### config.mk
export PLATFORM = sky130hd
export DESIGN_NAME = layer_compositor
export DESIGN_NICKNAME = d
export VERILOG_FILES = /design/src/rtl/layer_compositor.sv
export SDC_FILE = /design/constraint.sdc
export NUM_CORES = 1
export LEC_CHECK = 0
export BUFFER_PORTS_ARGS = -buffer_cell sky130_fd_sc_hd__clkbuf_2
export CAP_MARGIN = 20
export CORE_UTILIZATION = 45
export CTS_BUF_LIST = sky130_fd_sc_hd__clkbuf_2 sky130_fd_sc_hd__clkbuf_4 sky130_fd_sc_hd__clkbuf_8
export CTS_CLUSTER_DIAMETER = 80
export DETAILED_ROUTE_END_ITERATION = 12
export PLACE_DENSITY = 0.74
export SKIP_CTS_REPAIR_TIMING = 1
export SYNTH_ARGS = -nofsm -noshare
export SYNTH_HDL_FRONTEND = slang
export SYNTH_SLANG_ARGS = --single-unit
### constraint.sdc
create_clock -name clk -period 1.7 [get_ports clk]
set_clock_uncertainty 0.05 [all_clocks]
set_input_delay 0.255 -clock clk [delete_from_list [all_inputs] [get_ports clk]]
set_output_delay 0.255 -clock clk [all_outputs]
set_load 0.005 [all_outputs]
### src/rtl/layer_compositor.sv
// Per-pixel layer compositor: priority arbitration of painter layers with frame-aligned
// enable shadowing and a frame-counted flash recolour of one layer.
module layer_compositor #(
  parameter int          NUM_LAYERS   = 4,
  parameter logic [5:0]  BG_COLOR     = 6'b000000,
  parameter int          FLASH_LAYER  = 0,
  parameter logic [5:0]  FLASH_COLOR  = 6'b000011,
  parameter int          FLASH_FRAMES = 8
) (
  input  logic                    clk,
  input  logic                    reset,
  input  logic                    frame_start,
  input  logic                    display_on,
  input  logic [NUM_LAYERS-1:0]   layer_hit,
  input  logic [6*NUM_LAYERS-1:0] layer_color,
  input  logic [NUM_LAYERS-1:0]   layer_en,
  input  logic                    flash_trigger,
  output logic [5:0]              pixel_color,
  output logic                    pixel_valid,
  output logic                    flashing
);

  localparam int         IDX_W      = (NUM_LAYERS > 1) ? $clog2(NUM_LAYERS) : 1;
  localparam logic [7:0] FLASH_LOAD = 8'(FLASH_FRAMES);

  typedef enum logic [0:0] {
    IDLE  = 1'b0,
    FLASH = 1'b1
  } flash_state_t;

  flash_state_t          state;
  flash_state_t          state_next;
  logic [7:0]            flash_count;
  logic [7:0]            flash_count_next;
  logic [NUM_LAYERS-1:0] en_shadow;
  logic [NUM_LAYERS-1:0] en_eff;
  logic                  win_found;
  logic [IDX_W-1:0]      win_idx;
  logic [5:0]            win_color;
  logic [5:0]            color_next;

  // Enable shadow: reloaded only at frame start so a frame never shows a partial change
  always_ff @(posedge clk or posedge reset) begin
    if (reset) begin
      en_shadow <= {NUM_LAYERS{1'b1}};
    end else if (frame_start) begin
      en_shadow <= layer_en;
    end else begin
      en_shadow <= en_shadow;
    end
  end

  // The frame_start pixel already sees the enables being loaded
  always_comb begin
    if (frame_start) begin
      en_eff = layer_en;
    end else begin
      en_eff = en_shadow;
    end
  end

  // Priority pick: scanning downward leaves the lowest active index as winner
  always_comb begin
    win_found = 1'b0;
    win_idx   = {IDX_W{1'b0}};
    win_color = BG_COLOR;
    for (int i = NUM_LAYERS - 1; i >= 0; i--) begin
      if (layer_hit[i] && en_eff[i]) begin
        win_found = 1'b1;
        win_idx   = IDX_W'(i);
        win_color = layer_color[6*i +: 6];
      end else begin
        win_found = win_found;
      end
    end
  end

  // Output colour selection including the flash substitution
  always_comb begin
    color_next = 6'b000000;
    if (!display_on) begin
      color_next = 6'b000000;
    end else if (!win_found) begin
      color_next = BG_COLOR;
    end else if ((state == FLASH) && (win_idx == IDX_W'(FLASH_LAYER))) begin
      color_next = FLASH_COLOR;
    end else begin
      color_next = win_color;
    end
  end

  // Flash FSM next state; a retrigger reload takes precedence over the frame decrement
  always_comb begin
    state_next       = state;
    flash_count_next = flash_count;
    case (state)
      IDLE: begin
        if (flash_trigger) begin
          state_next       = FLASH;
          flash_count_next = FLASH_LOAD;
        end else begin
          state_next       = IDLE;
        end
      end
      FLASH: begin
        if (flash_trigger) begin
          flash_count_next = FLASH_LOAD;
        end else if (frame_start && (flash_count != 8'd0)) begin
          flash_count_next = flash_count - 8'd1;
          if (flash_count == 8'd1) begin
            state_next = IDLE;
          end else begin
            state_next = FLASH;
          end
        end else begin
          flash_count_next = flash_count;
        end
      end
      default: begin
        state_next       = IDLE;
        flash_count_next = 8'd0;
      end
    endcase
  end

  // Flash FSM state and counter
  always_ff @(posedge clk or posedge reset) begin
    if (reset) begin
      state       <= IDLE;
      flash_count <= 8'd0;
    end else begin
      state       <= state_next;
      flash_count <= flash_count_next;
    end
  end

  // Registered outputs; flashing is loaded with the next state so it tracks state exactly
  always_ff @(posedge clk or posedge reset) begin
    if (reset) begin
      pixel_color <= 6'b000000;
      pixel_valid <= 1'b0;
      flashing    <= 1'b0;
    end else begin
      pixel_color <= color_next;
      pixel_valid <= display_on;
      flashing    <= (state_next == FLASH);
    end
  end

endmodule

== Word level (Yosys, flattened, before mapping) ==
Index checks and enable logic that the tools add are counted.
Word-level totals
  register bits after elaboration: 20
  word-level logic and storage cells: 44
  output and inout port bits: 8
  bits of input ports: 37
Cells by class
  equality and inequality tests: 3
  bitwise gates (word level): 1
  reductions and logical operators: 9
  mux-type cells: 25
  $add $sub $neg: 1
Operators by type and width (count)
  $mux 6: 7
  $mux 8: 3
  $pmux 8 s2: 1
  $eq 8x1->1 const B: 1
  $mux 1: 8
  $mux 2: 4
  $reduce_bool 8->1: 1
  $sub 8x1->8 const B: 1
  $logic_and 1x1->1: 6
  $mux 4: 1
  $ne 3x2->1 const B: 1
  $logic_not 2->1: 1
  $ne 2x2->1 const B: 1
  $pmux 1 s2: 1
  $reduce_and 2->1: 1
  $not 1->1: 1

== Logic depth before layout (Yosys ltp) ==
  depth in word-level cells: 11
  gate-level depth with buffers: 6
  mapped depth without buffers: 6

== Worst setup path after synthesis ==
No wires, ideal clock.
  kind: register to register
  start: reg flash_count[0]
  end: reg flash_count[4]
  setup slack: 0.124 ns
  period minus slack after synthesis: 1.576 ns
  data required time: 1.519 ns
  data arrival time: 1.396 ns
  library setup time: 0.131 ns
  path buffers: 0
  stages on the path, launching flop included: 7
  path through: dfrtp_1 > inv_1 > ha_1 > or3b_1 > o2111ai_1 > xor2_1 > nor2_1
On the way
  cells in the longest elaborated chain, start to end: 4
  elaborated cells on any way between the ends: 8
  those cells by class: add/sub: 1; eq/ne: 1; mux: 3; reduce/logical: 3
Ends and longest elaborated chain
  from (decl): line 33  | logic [7:0] flash_count;
  from (signal assigned): line 133  | flash_count <= flash_count_next;
  $sub 8x1->8 / $reduce_bool 8->1 (equally long branches): line 109, 108
  $mux 8 / $logic_and 1x1->1 (equally long branches): line 108  | end else if (frame_start && (flash_count != 8'd0)) begin
  $mux 8 / $ne 3x2->1 (equally long branches)
  $pmux 8 s2 / $reduce_and 2->1 (equally long branches)
Parallel ways exist; a longest one is shown, timed or not. The select of a mux whose other input is x is not followed.
A chain may end at the register's enable or synchronous reset.

== Worst setup path after layout ==
  start: reg flash_count[5]
  end: reg flash_count[7]
Same word-level chain as after synthesis.

==> out/qor.yml <==
outcome:
  status: "finished, final reports clean"
yosys:
  ys.flop_type: "dfrtp_1"
  yosys_warnings: 0
  seq_area_frac_synth: 0.4127
  syn_area_per_cell_um2: 9.878
  ys_seq_elements: 20
  syn-num-nets: 164
  synthTopCellsByCount: "dfrtp_1, nand2_1, a211oi_1, nor2_1"
  syn-cell-area_mm2: 0.001225
  synth_area_leader_cell: "dfrtp_1"
  synth_edf_count: 0
  yosysTopAreaCellShare: 0.3269
  syn_inst: 124
  yosys-top-cells-area: "dfrtp_1, dfstp_2, a211oi_1"
  ys_types: 42
  synth.most_common_cell: "dfrtp_1"
  ys_async_sr_fraction: 1.000
die:
  die_area_mm2: 0.002935
  fp.coreArea_mm2: 0.002522
  rows: 18
  ios: 45
  die_w_um: 54.18
  dieHeight_um: 54.18
  initial_utilization: 0.4856
timing:
  setup_viol: 0
  worst_slew_pin_slew_ns: 0.3573
  drv_slew: 0
  rsz0062_at_grt: "true"
  max_freq_ghz: 0.5973
  fin_crit_ns: 1.674
  finalHoldViolations: 0
  maxSlewHeadroom: 0.7588
  post-route-period-util: 0.9848
placed_design:
  io_buffer_count: 44
  postPlaceCellArea_mm2: 0.001525
  gp_congestion: 0.7786
  dp_hpwl_um: 2160
drt:
  vias_per_cell: 5.413
  drt-pass1-iter-count: 4
  vias: 1115
  drt_iter0_markers: 19
  routedWlPerCell_um: 12.82
  routed_wl_um: 2641
  drc_errors: 0
  final_antenna_net_count: 0
cts:
  clkLatencyLatePin_ns: 0.29
  path_clk_slew_ns: 0.12
  cts.path.max_buffers: 2
  cts_tree: "built"
  cts_sinks: 20
  htreeDepth: 1
  root_buffer: "clkbuf_4"
  numCtsBuffers: 3
critical_path:
  critPathLaunch: "flash_count[5]"
  critPathRequiredTime_ns: 1.84
  cp-start-kind: "flip-flop"
  worstReg2RegStart: "flash_count[5]"
  worstSetupEndpointType: "flip-flop"
  setup.worst_path.class: "flip-flop to flip-flop"
  worstPathArrival_ns: 1.82
  cp_max_fo: 4
power_and_ir_drop:
  power_density_mw_per_mm2: 811.7
  p_leak_nw: 0.7535
  vdd_drop_max_mv: 0.7116
  p_total_mw: 1.292
layout:
  finish.net_count: 217
  final_cell_area_mm2: 0.001592
  syn_to_final_growth_pct: 29.93
  n_fill_cell: 207
  num_antenna_cells: 0
  drive_above_1_share: 0.4148
global_route:
  grt_max_degree: 21
  first_global_vias: 1017
  antenna_found_initial: 0
  grt_pass1_wl_um: 4071
  grtUsageTotal: 0.1924
  grt_overflow: 0
min_path:
  worst_hold_path_type: "input pin to flip-flop"
  worstHoldStart: "display_on"
flow_run:
  cap_viol_max_count: 0
## per-stage QoR
| stage | utilization | worst slack (ns) | instances | setup TNS [ns] | hold slack [ns] |
|---|---|---|---|---|---|
| after CTS | 0.6190 | -0.04268 | 205 | -0.04268 | -0.1071 |
| after floorplan | - | 0.1238 | 124 | 0 | 0.1659 |
| final | 0.6310 | 0.02579 | 206 | 0 | 0.04373 |
| after global routing | 0.6310 | -0.04928 | 206 | -0.07528 | 0.03710 |
| after detailed placement | 0.6047 | -0.05837 | 201 | -0.05837 | 0.2198 |
| after global placement | 0.6047 | 0.01032 | 201 | 0 | 0.2176 |
## state kept, by name, summed over array words and instances (netlist names)
signal,count
en_shadow,4
flash_count,8
flashing,1
pixel_color,6
pixel_valid,1
## layer usage
metal / global-route usage / vias to the layer above / wire length [µm]
met4: 0.06410 / 0 / 12
met3: 0.04802 / 2 / 146
met2: 0.3191 / 30 / 1321
met5: 0 / - / 0
met1: 0.2413 / 518 / 1161
li1: - / 565 / -
## report_power, final
group,leakage (nW),switching [mW],total [mW],internal [mW]
logic,0.485,0.216,0.448,0.232
registers,0.247,0.0448,0.579,0.534
clock network,0.0210,0.134,0.264,0.130
## path summary, 6_finish.rpt
check                            endpoint  slack (ns)  cells past startpoint
max                        flash_count[7]        0.03                      4
min reg2reg                  en_shadow[3]        0.53                      2
max in group asynchronous    en_shadow[0]        0.88                      4
max reg2reg                flash_count[7]        0.03                      4
min                           pixel_valid        0.04                      1
min in group asynchronous  flash_count[7]        0.44                      4
## placed cells by master (no fill, tap or decap), drive strengths merged, types with 2 or more instances in the layout
cell type / netlist / final
nand3b: 6 / 6
buf: 4 / 9
a211oi: 8 / 8
xor2: 3 / 3
inv: 5 / 5
nor2: 8 / 8
nand2b: 2 / 2
and2: 3 / 3
a31oi: 3 / 3
mux2: 3 / 3
ha: 3 / 3
xnor2: 3 / 3
and3: 6 / 6
clkbuf: 2 / 48
nand2: 13 / 13
dfstp: 4 / 4
o311ai: 6 / 6
nor4: 2 / 2
nor3: 2 / 2
dfrtp: 16 / 16
a21o: 2 / 2
a21oi: 6 / 6
## layout make-up
type                            count  area, µm²  share of cell area
Clock buffer                        4      36.28             0.02280
Inverter                            5      18.77             0.01179
Multi-Input combinational cell     93      683.2              0.4292
Sequential cell                    20      505.5              0.3176
Tap cell                           30      37.54             0.02358
Timing Repair Buffer               54      310.3              0.1950
## critical path, stage by stage (launching register included)
cell	delay, ns
dfrtp_1	0.43
or4_4	0.58
nor4_2	0.31
xnor2_1	0.15
nor2_1	0.05
## kinds of logic after synthesis
group	Yosys count	share of synthesized area
muxes	4	0.05209
DFF	20	0.4127
buffers and inverters	11	0.04596
and+or+nand+nor	48	0.2247
AOI/OAI and AO/OA	32	0.1910
adders and majority gates	3	0.03065
xor gates and xnor gates	6	0.04291
Power figures use the tool's default switching activity.
